File: src/rtl/rom_arbiter_if.sv
// Request/response bundle between the fetch/load requesters, the ROM and the arbiter.
interface rom_arbiter_if #(
    parameter int AW = 12,
    parameter int DW = 32
);
    logic          if_req;
    logic [AW-1:0] if_addr;
    logic          if_flush;
    logic          if_gnt;
    logic          if_rvalid;
    logic [DW-1:0] if_rdata;
    logic          ls_req;
    logic [AW-1:0] ls_addr;
    logic          ls_gnt;
    logic          ls_rvalid;
    logic [DW-1:0] ls_rdata;
    logic          mem_en;
    logic [AW-1:0] mem_addr;
    logic [DW-1:0] mem_rdata;

    modport slave (
        input  if_req, if_addr, if_flush, ls_req, ls_addr, mem_rdata,
        output if_gnt, if_rvalid, if_rdata, ls_gnt, ls_rvalid, ls_rdata,
               mem_en, mem_addr
    );

    modport master (
        output if_req, if_addr, if_flush, ls_req, ls_addr, mem_rdata,
        input  if_gnt, if_rvalid, if_rdata, ls_gnt, ls_rvalid, ls_rdata,
               mem_en, mem_addr
    );
endinterface

File: src/rtl/rom_arbiter.sv
// Two-requester arbiter for a single-port ROM: loads win by default, fetch is
// forced through after STARVE_MAX denied cycles; fixed 1-cycle read latency.
module rom_arbiter #(
    parameter int AW         = 12,
    parameter int DW         = 32,
    parameter int STARVE_MAX = 3
) (
    input  logic           clk,
    input  logic           rst,
    rom_arbiter_if.slave   bus
);
    localparam logic [3:0] SMAX = 4'(STARVE_MAX);

    logic [3:0]    starve_cnt;
    logic          owner;   // 1 = fetch owns the response in flight
    logic          pend;
    logic          force_if;
    logic          if_gnt;
    logic          ls_gnt;
    logic [AW-1:0] addr_mux;

    assign force_if = bus.if_req && (starve_cnt == SMAX);
    assign if_gnt   = !rst && bus.if_req && (force_if || !bus.ls_req);
    assign ls_gnt   = !rst && bus.ls_req && !if_gnt;

    always_comb begin
        addr_mux = '0;
        if (if_gnt)      addr_mux = bus.if_addr;
        else if (ls_gnt) addr_mux = bus.ls_addr;
    end

    assign bus.if_gnt   = if_gnt;
    assign bus.ls_gnt   = ls_gnt;
    assign bus.mem_en   = if_gnt | ls_gnt;
    assign bus.mem_addr = addr_mux;

    always_ff @(posedge clk) begin
        if (rst) begin
            starve_cnt <= 4'd0;
            owner      <= 1'b0;
            pend       <= 1'b0;
        end else begin
            if (bus.if_req && !if_gnt)
                starve_cnt <= (starve_cnt == SMAX) ? starve_cnt : starve_cnt + 4'd1;
            else
                starve_cnt <= 4'd0;
            owner <= if_gnt;
            // A fetch granted under flush is already dead; never mark it due.
            pend  <= ls_gnt | (if_gnt & !bus.if_flush);
        end
    end

    assign bus.if_rvalid = !rst && pend && owner && !bus.if_flush;
    assign bus.ls_rvalid = !rst && pend && !owner;
    assign bus.if_rdata  = bus.if_rvalid ? bus.mem_rdata : {DW{1'b0}};
    assign bus.ls_rdata  = bus.ls_rvalid ? bus.mem_rdata : {DW{1'b0}};
endmodule

File: src/flat_wrapper.sv
// flat-port wrapper written by rule: the top's interface ports become plain ports
module rom_arbiter_flat 
#(
    parameter int AW         = 12,
    parameter int DW         = 32,
    parameter int STARVE_MAX = 3
)
  (clk, rst, bus_if_req, bus_if_addr, bus_if_flush, bus_ls_req, bus_ls_addr, bus_mem_rdata, bus_if_gnt, bus_if_rvalid, bus_if_rdata, bus_ls_gnt, bus_ls_rvalid, bus_ls_rdata, bus_mem_en, bus_mem_addr);
  rom_arbiter_if #(.AW(AW), .DW(DW)) bus_i ();
  input  logic clk;
  input  logic rst;
  input wire logic [$bits(bus_i.if_req)-1:0] bus_if_req;
  input wire logic [$bits(bus_i.if_addr)-1:0] bus_if_addr;
  input wire logic [$bits(bus_i.if_flush)-1:0] bus_if_flush;
  input wire logic [$bits(bus_i.ls_req)-1:0] bus_ls_req;
  input wire logic [$bits(bus_i.ls_addr)-1:0] bus_ls_addr;
  input wire logic [$bits(bus_i.mem_rdata)-1:0] bus_mem_rdata;
  output wire logic [$bits(bus_i.if_gnt)-1:0] bus_if_gnt;
  output wire logic [$bits(bus_i.if_rvalid)-1:0] bus_if_rvalid;
  output wire logic [$bits(bus_i.if_rdata)-1:0] bus_if_rdata;
  output wire logic [$bits(bus_i.ls_gnt)-1:0] bus_ls_gnt;
  output wire logic [$bits(bus_i.ls_rvalid)-1:0] bus_ls_rvalid;
  output wire logic [$bits(bus_i.ls_rdata)-1:0] bus_ls_rdata;
  output wire logic [$bits(bus_i.mem_en)-1:0] bus_mem_en;
  output wire logic [$bits(bus_i.mem_addr)-1:0] bus_mem_addr;
  assign bus_i.if_req = bus_if_req;
  assign bus_i.if_addr = bus_if_addr;
  assign bus_i.if_flush = bus_if_flush;
  assign bus_i.ls_req = bus_ls_req;
  assign bus_i.ls_addr = bus_ls_addr;
  assign bus_i.mem_rdata = bus_mem_rdata;
  assign bus_if_gnt = bus_i.if_gnt;
  assign bus_if_rvalid = bus_i.if_rvalid;
  assign bus_if_rdata = bus_i.if_rdata;
  assign bus_ls_gnt = bus_i.ls_gnt;
  assign bus_ls_rvalid = bus_i.ls_rvalid;
  assign bus_ls_rdata = bus_i.ls_rdata;
  assign bus_mem_en = bus_i.mem_en;
  assign bus_mem_addr = bus_i.mem_addr;
  rom_arbiter #(.AW(AW), .DW(DW), .STARVE_MAX(STARVE_MAX)) u_core (.clk(clk), .rst(rst), .bus(bus_i));
endmodule
File: config.mk
export PLATFORM = sky130hd
export DESIGN_NAME = rom_arbiter_flat
export DESIGN_NICKNAME = d
export VERILOG_FILES = /design/src/rtl/rom_arbiter_if.sv /design/src/rtl/rom_arbiter.sv /design/src/flat_wrapper.sv
export SDC_FILE = /design/constraint.sdc
export NUM_CORES = 1
export LEC_CHECK = 0
export CAP_MARGIN = 20
export CORE_AREA = 2 2 54 56
export DETAILED_ROUTE_END_ITERATION = 6
export DIE_AREA = 0 0 56 58
export DONT_BUFFER_PORTS = 1
export GPL_TIMING_DRIVEN = 0
export SYNTH_ARGS = -nofsm -noshare
export SYNTH_HDL_FRONTEND = slang
export SYNTH_SLANG_ARGS = --single-unit
File: constraint.sdc
create_clock -name clk -period 2.2 [get_ports clk]
set_input_delay 0.44 -clock clk [delete_from_list [all_inputs] [get_ports clk]]
set_output_delay 0.44 -clock clk [all_outputs]
set_load 0.01 [all_outputs]
==> results <==
per-stage QoR:
stage / util (%) / TNS (ps)
final: 40.0 / 0
after global routing: 40.0 / -609
after CTS: 39.2 / -74.5
after detailed placement: 33.4 / 0
after global placement: 33.4 / 0
after floorplan: - / 0
layer usage:
layer,vias up,track usage [%]
met4,0,8.16
met2,86,30.4
met5,-,0
met3,4,2.46
li1,386,-
met1,389,16.0
state kept, by name (all words and copies together), names as in the netlist:
| signal | count |
|---|---|
| u_core.owner | 1 |
| u_core.pend | 1 |
| u_core.starve_cnt | 4 |
worst min path at each step:
stage / start / endpoint / slack [ps] / cells after the start
3_3_place_gp: u_core.starve_cnt[0] / u_core.starve_cnt[0] / 430 / 1
2_1_floorplan: u_core.starve_cnt[0] / u_core.starve_cnt[0] / 420 / 1
5_1_grt: rst / u_core.pend / 260 / 1
3_5_place_dp: u_core.starve_cnt[0] / u_core.starve_cnt[0] / 440 / 1
4_1_cts: rst / u_core.pend / 260 / 1
6_report: rst / u_core.pend / 260 / 1
where the power goes:
part           internal, uW  switching [uW]
combinational          49.6            56.2
clock                  61.7            39.9
sequential              112            1.96
total                   224            98.1
what timing repair did:
item                       in CTS  in global routing
cloned                          1                  0
setup endpoints to repair      18                 12
hold endpoints to repair        0                  0
gates resized for setup        18                  1
setup buffers                   3                  2
pin swaps                       6                  5
kinds of logic (layout without fill, tap and decap cells):
logic type,count (synthesis),in the layout,share of synthesized area [%]
adder cells (fa/ha/maj),1,1,1.47
AND/OR/NAND/NOR,77,77,56.5
XOR/XNOR,2,2,2.06
flip-flops,6,6,14.1
AO/OA/AOI/OAI,17,17,19.7
buffers and inverters,10,19,6.18
cell usage after synthesis, types with 2 or more instances:
library cell	count
nor2_1	6
dfxtp_1	6
clkbuf_1	6
and2_1	64
a22o_2	12
nand2b_1	2
inv_1	2
buf_6	2
critical path, stage by stage, from the launching register on:
cell      delay [ps]
dfxtp_2          350
ha_4             130
or3b_4           410
a211oi_4         280
buf_4            170
a22o_2           170
cell type report:
| class | count | area, um2 |
|---|---|---|
| fill | 272 | 1600 |
| multi-input combinational | 97 | 777 |
| buffer | 8 | 48.8 |
| tap | 31 | 38.8 |
| clock buffer | 3 | 22.5 |
| timing repair buffer | 6 | 48.8 |
| inverter | 2 | 7.51 |
| sequential | 6 | 123 |
==> results_dict.tcl <==
set metrics [dict create \
    synth_nets 175 \
    arrival_ps 1750 \
    wl_met1_um 902 \
    dr.max_layer_used "met4" \
    dp_cells 144 \
    dieHeight_um 58 \
    drc 0 \
    cts_tree "yes" \
    path_class "flop to output port" \
    mostFrequentLayoutCells "64 x and2_1, 10 x a22o_4, 6 x clkbuf_1, 6 x nor2_1, 5 x buf_4" \
    drtAntennaViolNets 0 \
    worstMarginPinSlew_ps 365 \
    holdWs_ps 261 \
    clock_sinks 6 \
    wl_um 2780 \
    cts_htree_levels 1 \
    gp_congestion 0.746 \
    ff2ff_setup_slack_ps 770 \
    antenna_found_initial 0 \
    drive_above_1_share_pct 26.2 \
    p_per_area_nw_per_um2 302 \
    synth_area_leaders "and2_1 47%, a22o_2 14%, dfxtp_1 14%, buf_6 2.6%, clkbuf_1 2.6%" \
    start_util_pct 32.0 \
    diodes 0 \
    core_area_um2 2660 \
    die-area_um2 3250 \
    setup_viol 0 \
    cts_made_buffers 3 \
    die_x_um 56 \
    ys_types 21 \
    async_flop_share_pct 0 \
    reg2reg_depth 4 \
    io_pins 142 \
    p_leak_uw 0.000464 \
    syn-cell-area_um2 851 \
    rsz0062_at_grt "true" \
    clockRootBuffer "clkbuf_4" \
    crit_required_ps 1760 \
    maxCapViolCount 0 \
    synth_top_area_share_pct 47.1 \
    cp-start-kind "flop" \
    period_minus_slack_ps 2190 \
    vias 865 \
    fin_ws_ps 6.72 \
    syn_inst 113 \
    drv_slew 0 \
    status "complete, no violations" \
    drt_pass1_iterations 4 \
    post-place-ws_ps 90.7 \
    path_clk_slew_ps 40 \
    final_area_um2 1070 \
    ys.warnings.count 0 \
    clockBufferDepth 2 \
    grt_overflow_total 0 \
    area_growth_pct 25.3 \
    grt_first_pass_wirelength_um 3840 \
    clock.fmax_mhz 456 \
    holdBufCountCts 0 \
    endpoint "bus_mem_addr[1]" \
    dpl-instance-area_um2 890 \
    cp-startpoint "u_core.starve_cnt[0]" \
    ys.flop_type "dfxtp_1" \
    ys_ff_latch 6 \
    synth_edf_count 0 \
    hold_viol 0 \
    fin_nets 186 \
    row_count 19 \
    power_uw 322 \
    wl_met2_um 1530 \
    io_buffers 0 \
    wl_per_cell_um 18.1 \
    r2r-end "u_core.starve_cnt[1]" \
    synth_top_cell_by_area "and2_1" \
    stdcell_count 153 \
    final.period_utilization_pct 99.7 \
    viasPerCell 5.65 \
    clock_latency_ps 240 \
    grt_pass1_vias 794 \
    final_common_cell "and2_1" \
    avgSynthCellArea_um2 7.53 \
    hpwl_um 2270 \
    grt_max_degree 11 \
    peakVddDrop_v 0.000181 \
    drtIter0Drc 37 \
    reg2reg_from "u_core.starve_cnt[1]" \
    crit_fanout 5 \
    track_usage_pct 15.6 \
    hold_path_class "primary input to flop" \
    endpoint_kind "output port" \
    met3_wirelength_um 294 \
    max_slew_margin_pct 75.6 \
    finClkSkew_ps 0.547 \
    yosysSeqAreaShare_pct 14.1 \
]
Power figures use the tool's default switching activity.
